<file path="src/rtl/muldiv_pkg.sv">
// muldiv_pkg -- shared definitions for the multiply/divide unit.
//
// Contents:
//   OP_*     operation codes presented on muldiv_if.op
//   state_t  controller states (ST_IDLE, ST_RUN, ST_FIX)
//   FUNCT_*  SPECIAL-opcode funct fields of the HI/LO instructions, for the
//            instruction decoder
//   op_legal / op_is_div / op_is_signed  small op decode helpers
//
// Optional feature macro: MULDIV_MADD_EN. When defined, OP_MADDU and OP_MADD
// are accepted by op_legal; otherwise they decode as illegal.
package muldiv_pkg;

    localparam int OP_W = 3;

    localparam logic [OP_W-1:0] OP_MULTU = 3'b000;
    localparam logic [OP_W-1:0] OP_MULT  = 3'b001;
    localparam logic [OP_W-1:0] OP_DIVU  = 3'b010;
    localparam logic [OP_W-1:0] OP_DIV   = 3'b011;
    localparam logic [OP_W-1:0] OP_MADDU = 3'b100;
    localparam logic [OP_W-1:0] OP_MADD  = 3'b101;

    typedef enum logic [1:0] {
        ST_IDLE = 2'd0,
        ST_RUN  = 2'd1,
        ST_FIX  = 2'd2
    } state_t;

    localparam logic [5:0] FUNCT_MFHI  = 6'h10;
    localparam logic [5:0] FUNCT_MTHI  = 6'h11;
    localparam logic [5:0] FUNCT_MFLO  = 6'h12;
    localparam logic [5:0] FUNCT_MTLO  = 6'h13;
    localparam logic [5:0] FUNCT_MULT  = 6'h18;
    localparam logic [5:0] FUNCT_MULTU = 6'h19;
    localparam logic [5:0] FUNCT_DIV   = 6'h1A;
    localparam logic [5:0] FUNCT_DIVU  = 6'h1B;

    function automatic logic op_legal(input logic [OP_W-1:0] op);
        logic legal;
        legal = (op == OP_MULTU) || (op == OP_MULT) ||
                (op == OP_DIVU)  || (op == OP_DIV);
`ifdef MULDIV_MADD_EN
        legal = legal || (op == OP_MADDU) || (op == OP_MADD);
`endif
        return legal;
    endfunction

    function automatic logic op_is_div(input logic [OP_W-1:0] op);
        return (op == OP_DIVU) || (op == OP_DIV);
    endfunction

    function automatic logic op_is_signed(input logic [OP_W-1:0] op);
        return (op == OP_MULT) || (op == OP_DIV) || (op == OP_MADD);
    endfunction

endpackage

</file>
<file path="src/rtl/muldiv_if.sv">
// muldiv_if -- request/result bundle between the core and muldiv_unit.
//
// Signals:
//   start, op, a, b        operation request (sampled only while idle)
//   hi_we, lo_we, wdata    direct HI/LO writes (MTHI/MTLO)
//   busy                   operation in flight, controller stalls on it
//   done, dbz              one-cycle completion pulse and divide-by-zero flag
//   hi, lo                 architectural HI/LO registers (MFHI/MFLO)
//
// Modports: master = core side, slave = muldiv_unit side.
interface muldiv_if
    import muldiv_pkg::*;
#(
    parameter int WIDTH = 32
);
    logic              start;
    logic [OP_W-1:0]   op;
    logic [WIDTH-1:0]  a;
    logic [WIDTH-1:0]  b;
    logic              hi_we;
    logic              lo_we;
    logic [WIDTH-1:0]  wdata;
    logic              busy;
    logic              done;
    logic              dbz;
    logic [WIDTH-1:0]  hi;
    logic [WIDTH-1:0]  lo;

    modport master (
        output start, op, a, b, hi_we, lo_we, wdata,
        input  busy, done, dbz, hi, lo
    );

    modport slave (
        input  start, op, a, b, hi_we, lo_we, wdata,
        output busy, done, dbz, hi, lo
    );
endinterface

</file>
<file path="src/rtl/muldiv_step.sv">
// muldiv_step -- one combinational iteration of the iterative datapath.
//
// Ports:
//   is_div      1 = restoring-divide step, 0 = shift-add multiply step
//   upper       multiply: running partial product high half
//               divide:   partial remainder
//   lower       multiply: multiplier being shifted out (low product bits in)
//               divide:   dividend being shifted out (quotient bits in)
//   operand     multiplicand (multiply) or divisor (divide), magnitudes
//   upper_next, lower_next  register values after this iteration
module muldiv_step #(
    parameter int WIDTH = 32
) (
    input  logic             is_div,
    input  logic [WIDTH-1:0] upper,
    input  logic [WIDTH-1:0] lower,
    input  logic [WIDTH-1:0] operand,
    output logic [WIDTH-1:0] upper_next,
    output logic [WIDTH-1:0] lower_next
);
    logic [WIDTH:0] add_sum;
    logic [WIDTH:0] rem_shift;
    logic [WIDTH:0] diff;

    always_comb begin
        // Multiply: conditionally add the multiplicand, then shift the
        // whole {carry, upper, lower} right by one.
        add_sum   = {1'b0, upper} + {1'b0, (lower[0] ? operand : '0)};
        // Divide: bring the next dividend bit into the remainder. The
        // remainder is always below the divisor, so the shifted value fits in
        // WIDTH+1 bits and diff's MSB is a clean borrow flag.
        rem_shift = {upper, lower[WIDTH-1]};
        diff      = rem_shift - {1'b0, operand};

        if (is_div) begin
            if (!diff[WIDTH]) begin
                upper_next = diff[WIDTH-1:0];
                lower_next = {lower[WIDTH-2:0], 1'b1};
            end else begin
                upper_next = rem_shift[WIDTH-1:0];
                lower_next = {lower[WIDTH-2:0], 1'b0};
            end
        end else begin
            upper_next = add_sum[WIDTH:1];
            lower_next = {add_sum[0], lower[WIDTH-1:1]};
        end
    end
endmodule

</file>
<file path="src/rtl/muldiv_unit.sv">
// muldiv_unit -- iterative multiply/divide unit holding architectural HI/LO.
//
// Ports:
//   clk    clock, all state changes on the rising edge
//   reset  synchronous, active-high; aborts any operation in flight
//   bus    muldiv_if.slave (start/op/a/b, hi_we/lo_we/wdata, busy/done/dbz,
//          hi/lo)
//
// Operation: IDLE accepts a legal start and latches operand magnitudes; RUN
// performs WIDTH iterations (one per cycle) of shift-add multiply or
// restoring divide; FIX applies sign correction and writes HI/LO, pulsing
// done in the following cycle. Latency from the start edge to HI/LO update
// is WIDTH+1 edges.
//
// Optional feature macro: MULDIV_MADD_EN adds MADDU/MADD, which accumulate
// the product into {HI,LO} at FIX.
module muldiv_unit
    import muldiv_pkg::*;
#(
    parameter int WIDTH = 32
) (
    input  logic    clk,
    input  logic    reset,
    muldiv_if.slave bus
);
    localparam int            CW        = (WIDTH > 1) ? $clog2(WIDTH) : 1;
    localparam logic [CW-1:0] LAST_STEP = CW'(WIDTH - 1);

    state_t           state_reg;
    logic [CW-1:0]    step_cnt_reg;
    logic [WIDTH-1:0] upper_reg;
    logic [WIDTH-1:0] lower_reg;
    logic [WIDTH-1:0] operand_reg;
    logic [WIDTH-1:0] a_orig_reg;
    logic             is_div_reg;
    logic             neg_lo_reg;   // negate product / quotient at FIX
    logic             neg_hi_reg;   // negate remainder at FIX
    logic             b_zero_reg;
    logic [WIDTH-1:0] hi_reg;
    logic [WIDTH-1:0] lo_reg;
    logic             busy_reg;
    logic             done_reg;
    logic             dbz_reg;
`ifdef MULDIV_MADD_EN
    logic             madd_reg;
`endif

    // ------------------------------------------------------------------
    // Request decode
    // ------------------------------------------------------------------
    logic             start_ok;
    logic             start_signed;
    logic             start_div;
    logic [WIDTH-1:0] a_mag;
    logic [WIDTH-1:0] b_mag;

    always_comb begin
        start_ok     = bus.start && op_legal(bus.op);
        start_signed = op_is_signed(bus.op);
        start_div    = op_is_div(bus.op);
        // The most-negative value maps onto itself, which is its correct
        // unsigned magnitude, so DIV overflow needs no special case.
        a_mag = (start_signed && bus.a[WIDTH-1]) ? -bus.a : bus.a;
        b_mag = (start_signed && bus.b[WIDTH-1]) ? -bus.b : bus.b;
    end

    // ------------------------------------------------------------------
    // Iteration datapath
    // ------------------------------------------------------------------
    logic [WIDTH-1:0] step_upper;
    logic [WIDTH-1:0] step_lower;

    muldiv_step #(
        .WIDTH (WIDTH)
    ) u_step (
        .is_div     (is_div_reg),
        .upper      (upper_reg),
        .lower      (lower_reg),
        .operand    (operand_reg),
        .upper_next (step_upper),
        .lower_next (step_lower)
    );

    // ------------------------------------------------------------------
    // FIX-stage result formation
    // ------------------------------------------------------------------
    logic [2*WIDTH-1:0] prod_mag;
    logic [2*WIDTH-1:0] prod_res;
    logic [2*WIDTH-1:0] acc_res;
    logic [WIDTH-1:0]   quot_res;
    logic [WIDTH-1:0]   rem_res;
    logic [WIDTH-1:0]   fix_hi;
    logic [WIDTH-1:0]   fix_lo;

    always_comb begin
        prod_mag = {upper_reg, lower_reg};
        prod_res = neg_lo_reg ? -prod_mag : prod_mag;
        quot_res = neg_lo_reg ? -lower_reg : lower_reg;
        rem_res  = neg_hi_reg ? -upper_reg : upper_reg;
`ifdef MULDIV_MADD_EN
        // Accumulate into the HI/LO value held at FIX; wraps at 2*WIDTH bits.
        acc_res  = madd_reg ? ({hi_reg, lo_reg} + prod_res) : prod_res;
`else
        acc_res  = prod_res;
`endif
        if (is_div_reg) begin
            if (b_zero_reg) begin
                // Divide by zero: quotient saturates, remainder is the
                // original dividend bit pattern.
                fix_hi = a_orig_reg;
                fix_lo = '1;
            end else begin
                fix_hi = rem_res;
                fix_lo = quot_res;
            end
        end else begin
            fix_hi = acc_res[2*WIDTH-1:WIDTH];
            fix_lo = acc_res[WIDTH-1:0];
        end
    end

    // ------------------------------------------------------------------
    // Controller and architectural state
    // ------------------------------------------------------------------
    always_ff @(posedge clk) begin
        if (reset) begin
            state_reg    <= ST_IDLE;
            step_cnt_reg <= '0;
            upper_reg    <= '0;
            lower_reg    <= '0;
            operand_reg  <= '0;
            a_orig_reg   <= '0;
            is_div_reg   <= 1'b0;
            neg_lo_reg   <= 1'b0;
            neg_hi_reg   <= 1'b0;
            b_zero_reg   <= 1'b0;
            hi_reg       <= '0;
            lo_reg       <= '0;
            busy_reg     <= 1'b0;
            done_reg     <= 1'b0;
            dbz_reg      <= 1'b0;
`ifdef MULDIV_MADD_EN
            madd_reg     <= 1'b0;
`endif
        end else begin
            done_reg <= 1'b0;
            dbz_reg  <= 1'b0;
            case (state_reg)
                ST_IDLE: begin
                    if (start_ok) begin
                        // Direct writes in this cycle are dropped.
                        state_reg    <= ST_RUN;
                        busy_reg     <= 1'b1;
                        step_cnt_reg <= '0;
                        upper_reg    <= '0;
                        is_div_reg   <= start_div;
                        a_orig_reg   <= bus.a;
                        b_zero_reg   <= (bus.b == '0);
                        neg_lo_reg   <= start_signed && (bus.a[WIDTH-1] ^ bus.b[WIDTH-1]);
                        neg_hi_reg   <= start_signed && bus.a[WIDTH-1];
`ifdef MULDIV_MADD_EN
                        madd_reg     <= (bus.op == OP_MADDU) || (bus.op == OP_MADD);
`endif
                        if (start_div) begin
                            lower_reg   <= a_mag;   // dividend
                            operand_reg <= b_mag;   // divisor
                        end else begin
                            lower_reg   <= b_mag;   // multiplier
                            operand_reg <= a_mag;   // multiplicand
                        end
                    end else begin
                        if (bus.hi_we) hi_reg <= bus.wdata;
                        if (bus.lo_we) lo_reg <= bus.wdata;
                    end
                end
                ST_RUN: begin
                    upper_reg    <= step_upper;
                    lower_reg    <= step_lower;
                    step_cnt_reg <= step_cnt_reg + 1'b1;
                    if (step_cnt_reg == LAST_STEP) begin
                        state_reg <= ST_FIX;
                    end
                end
                ST_FIX: begin
                    hi_reg    <= fix_hi;
                    lo_reg    <= fix_lo;
                    done_reg  <= 1'b1;
                    dbz_reg   <= is_div_reg && b_zero_reg;
                    busy_reg  <= 1'b0;
                    state_reg <= ST_IDLE;
                end
                default: begin
                    state_reg <= ST_IDLE;
                    busy_reg  <= 1'b0;
                end
            endcase
        end
    end

    assign bus.busy = busy_reg;
    assign bus.done = done_reg;
    assign bus.dbz  = dbz_reg;
    assign bus.hi   = hi_reg;
    assign bus.lo   = lo_reg;

endmodule

</file>
<file path="src/flat_wrapper.sv">
// flat-port wrapper written by rule: the top's interface ports become plain ports
module muldiv_unit_flat import muldiv_pkg::*;
#(
    parameter int WIDTH = 32
)
  (clk, reset, bus_start, bus_op, bus_a, bus_b, bus_hi_we, bus_lo_we, bus_wdata, bus_busy, bus_done, bus_dbz, bus_hi, bus_lo);
  muldiv_if #(.WIDTH(WIDTH)) bus_i ();
  input  logic clk;
  input  logic reset;
  input wire logic [$bits(bus_i.start)-1:0] bus_start;
  input wire logic [$bits(bus_i.op)-1:0] bus_op;
  input wire logic [$bits(bus_i.a)-1:0] bus_a;
  input wire logic [$bits(bus_i.b)-1:0] bus_b;
  input wire logic [$bits(bus_i.hi_we)-1:0] bus_hi_we;
  input wire logic [$bits(bus_i.lo_we)-1:0] bus_lo_we;
  input wire logic [$bits(bus_i.wdata)-1:0] bus_wdata;
  output wire logic [$bits(bus_i.busy)-1:0] bus_busy;
  output wire logic [$bits(bus_i.done)-1:0] bus_done;
  output wire logic [$bits(bus_i.dbz)-1:0] bus_dbz;
  output wire logic [$bits(bus_i.hi)-1:0] bus_hi;
  output wire logic [$bits(bus_i.lo)-1:0] bus_lo;
  assign bus_i.start = bus_start;
  assign bus_i.op = bus_op;
  assign bus_i.a = bus_a;
  assign bus_i.b = bus_b;
  assign bus_i.hi_we = bus_hi_we;
  assign bus_i.lo_we = bus_lo_we;
  assign bus_i.wdata = bus_wdata;
  assign bus_busy = bus_i.busy;
  assign bus_done = bus_i.done;
  assign bus_dbz = bus_i.dbz;
  assign bus_hi = bus_i.hi;
  assign bus_lo = bus_i.lo;
  muldiv_unit #(.WIDTH(WIDTH)) u_core (.clk(clk), .reset(reset), .bus(bus_i));
endmodule
</file>
<file path="config.mk">
export PLATFORM = sky130hd
export DESIGN_NAME = muldiv_unit_flat
export DESIGN_NICKNAME = d
export VERILOG_FILES = /design/src/rtl/muldiv_pkg.sv /design/src/rtl/muldiv_if.sv /design/src/rtl/muldiv_step.sv /design/src/rtl/muldiv_unit.sv /design/src/flat_wrapper.sv
export SDC_FILE = /design/constraint.sdc
export NUM_CORES = 1
export LEC_CHECK = 0
export BUFFER_PORTS_ARGS = -buffer_cell sky130_fd_sc_hd__buf_4
export CAP_MARGIN = 25
export CORE_ASPECT_RATIO = 1.4
export CORE_MARGIN = 2
export CORE_UTILIZATION = 45
export DETAILED_ROUTE_END_ITERATION = 10
export PLACE_DENSITY = 0.74
export SLEW_MARGIN = 20
export SYNTH_ARGS = -nofsm -noshare
export SYNTH_HDL_FRONTEND = slang
export SYNTH_HIERARCHICAL = 1
export SYNTH_SLANG_ARGS = --single-unit
</file>
<file path="constraint.sdc">
create_clock -name clk -period 7.1 [get_ports clk]
set_input_delay 0.71 -clock clk [delete_from_list [all_inputs] [get_ports clk]]
set_output_delay 0.71 -clock clk [all_outputs]
set_load 0.01 [all_outputs]
</file>
==> impl_metrics.csv <==
group,metric,value,unit
grt,grt_start_max_net_pins,95,
grt,track_usage,0.342,
placement,portBuffers,170,
clock_tree,cts_setup_buffers,0,
floorplanning,core_area,0.0384,mm²
clock_tree,cts_resized,0,
yosys,synthFlopType,"dfxtp_1",
flow_run,cap_violations,0,
drt,wl,71000,µm
yosys,yosysWarnings,6,
final_layout,areaGrowthSynthToFinish,12.9,%
setup_path,end_kind,"flop",
timing,tns,0,ns
timing,max_freq,232,MHz
clock_tree,cts_htree_levels,1,
clock_tree,cts_hold_buf,0,
yosys,syn_inst,2396,
hold_path,hold_path_class,"input port to flop",
drt,vias_per_cell,6.59,
clock_tree,insertion_delay,0.56,ns
yosys,synth_top_area_cell,"dfxtp_1",
timing,min_period_over_period,0.606,
timing,final_hold_viol_count,0,
setup_path,crit_path_max_fanout,43,
floorplanning,die_h,237,µm
drt,ant_nets,0,
placement,dp_hpwl,52700,µm
placement,dp_cells,2928,
grt,grt_pass1_vias,18500,
grt,antenna_found_initial,1,
setup_path,rr_worst_depth,15,
outcome,status,"complete, no violations",
timing,post-route-min-period,4.30,ns
yosys,syn_nets,2572,
clock_tree,cts.sinks,206,
yosys,synth_top_family_by_area,"compound AO/OA/AOI/OAI gates",
clock_tree,clk_path_buf_depth,3,
timing,slew_headroom,0.200,
clock_tree,cts_buffers,23,
setup_path,worst-endpoint-arrival,4.70,ns
power_and_ir_drop,power.leakage,7.88,nW
timing,setup_violations,0,
yosys,synth_xor_area_frac,0.0802,
floorplanning,initial_core_util,0.455,
drt,drtIter0Drc,2552,
yosys,synth-seq-cells,206,
power_and_ir_drop,p_per_area,178,mW/mm²
power_and_ir_drop,total_power,0.00351,W
yosys,synth_edf_count,0,
floorplanning,rows,85,
setup_path,path_class,"flop to flop",
yosys,synth_most_common_cell,"nand2_1",
timing,rsz0062_at_grt,"no",
clock_tree,cts_tree,"built",
drt,firstDrtPassIters,6,
setup_path,worstSetupStartpointType,"flop",
grt,grt-ovfl-total,0,
final_layout,layout.cells.non_filler,2972,
yosys,seq_area_frac_synth,0.236,
yosys,synthesis.area,0.0175,mm²
floorplanning,ios,171,
clock_tree,cts-root-buf,"clkbuf_16",
clock_tree,clk_pin_slew,0.07,ns
floorplanning,die-area,0.0404,mm²
drt,drc,0,
yosys,synth-simple-area-share,0.249,
timing,finClkSkew,0.0143,ns
final_layout,drive_gt1_frac,0.131,
final_layout,diodes,0,
yosys,yosys-top-cells-count,"292 x nand2_1, 265 x a21oi_1, 206 x dfxtp_1",
yosys,yosysTopAreaCellShare,0.236,
yosys,synthTopCellsByArea,"dfxtp_1 24%, a21oi_1 7.6%, nand2_1 6.3%",
setup_path,crit_required,7.50,ns
placement,gp_congestion,1.03,
final_layout,fill_cells,3767,
final_layout,finalNetCount,2609,
yosys,synthAdderAreaFrac,0.0524,
timing,worst_pin_slew,1.19,ns
grt,grt_pass1_wl,108000,µm
yosys,async_flop_share,0,
timing,finalMaxSlewViolations,0,
power_and_ir_drop,ir_worst_vdd,0.193,mV
hold_path,min_path_cells,3,
yosys,avgSynthCellArea,7.29,µm²
drt,routedWlPerCell,23.9,µm
floorplanning,dieWidth,170,µm
yosys,muxShareOfSynthArea,0.0503,
yosys,synth_compound_area_frac,0.272,
yosys,ys_types,93,
drt,via_count,19600,
[area by class of cell]
class / instances / area, µm² / share of cell area
Multi-Input combinational cell: 1930 / 12300 / 0.626
Clock buffer: 28 / 634 / 0.0322
Inverter: 68 / 255 / 0.0129
Sequential cell: 206 / 4130 / 0.209
Tap cell: 522 / 653 / 0.0331
Clock inverter: 14 / 164 / 0.00831
Timing Repair Buffer: 204 / 1540 / 0.0781
[cells by family after synthesis]
| logic type | after synthesis |
|---|---|
| AO/OA/AOI/OAI | 734 |
| XOR/XNOR | 160 |
| adder cells (fa/ha/maj) | 72 |
| buffers and inverters | 260 |
| flip-flops | 206 |
| multiplexers | 83 |
| AND/OR/NAND/NOR | 881 |
[metal layers]
metal  vias up  track usage  wire, µm
met2      1170        0.567     33100
met3       317       0.0558      6430
li1       8902            -         -
met5         -            0        16
met4         2        0.220      5590
met1      9180        0.408     25900
[stage by stage]
step | utilization | hold WS (ns) | setup WS, ns | cell area (µm²)
global route | 0.514 | 0.444 | 2.62 | 19700
detailed placement | 0.492 | 0.447 | 2.90 | 18900
finish | 0.514 | 0.437 | 2.80 | 19700
global placement | 0.492 | 0.441 | 2.97 | 18900
floorplan | - | 0.429 | 3.56 | 17500
CTS | 0.513 | 0.426 | 2.89 | 19700
[where the power goes]
part           switching (W)  internal [W]  total, W
Clock               0.000538      0.000747   0.00129
Sequential         0.0000858       0.00122   0.00130
Combinational       0.000567      0.000354  0.000920
[cells in the final DEF (no fill, tap or decap), drive strengths merged, types with 28 or more instances in the layout]
cell type,count
a21oi,266
nand2,292
mux2i,45
a21o,29
and3,28
a31oi,28
xor2,67
ha,70
or4,29
o21ai,106
nor2,149
and2,42
nand2b,28
o211ai,50
inv,67
xnor2,93
o221ai,47
clkbuf,29
dfxtp,206
nor3,45
or3,30
buf,203
nor4,51
o31ai,30
mux2,38
nand3,109
[final timing paths]
path / from / endpoint / slack (ns)
hold reg to reg: u_core/bus.lo[3] / u_core/bus.lo[3] / 0.46
setup / recovery: u_core/lower_reg[31] / u_core/lower_reg[0] / 2.80
hold / removal: bus_a[1] / u_core/a_orig_reg[1] / 0.44
setup reg to reg: u_core/lower_reg[31] / u_core/lower_reg[0] / 2.80
[critical path, stage by stage (launching register included)]
cell	delay, ns
dfxtp_1	0.56
inv_1	0.11
ha_1	0.26
fa_1	0.40
nand2b_1	0.18
a21o_1	0.18
a211oi_1	0.28
a31oi_1	0.24
o21ai_1	0.24
a21oi_1	0.14
a31oi_1	0.23
xnor2_2	0.14
buf_4	0.55
a21oi_1	0.18
a221oi_1	0.32
nor2_1	0.07
No activity file was read; power rests on OpenSTA's default activity.
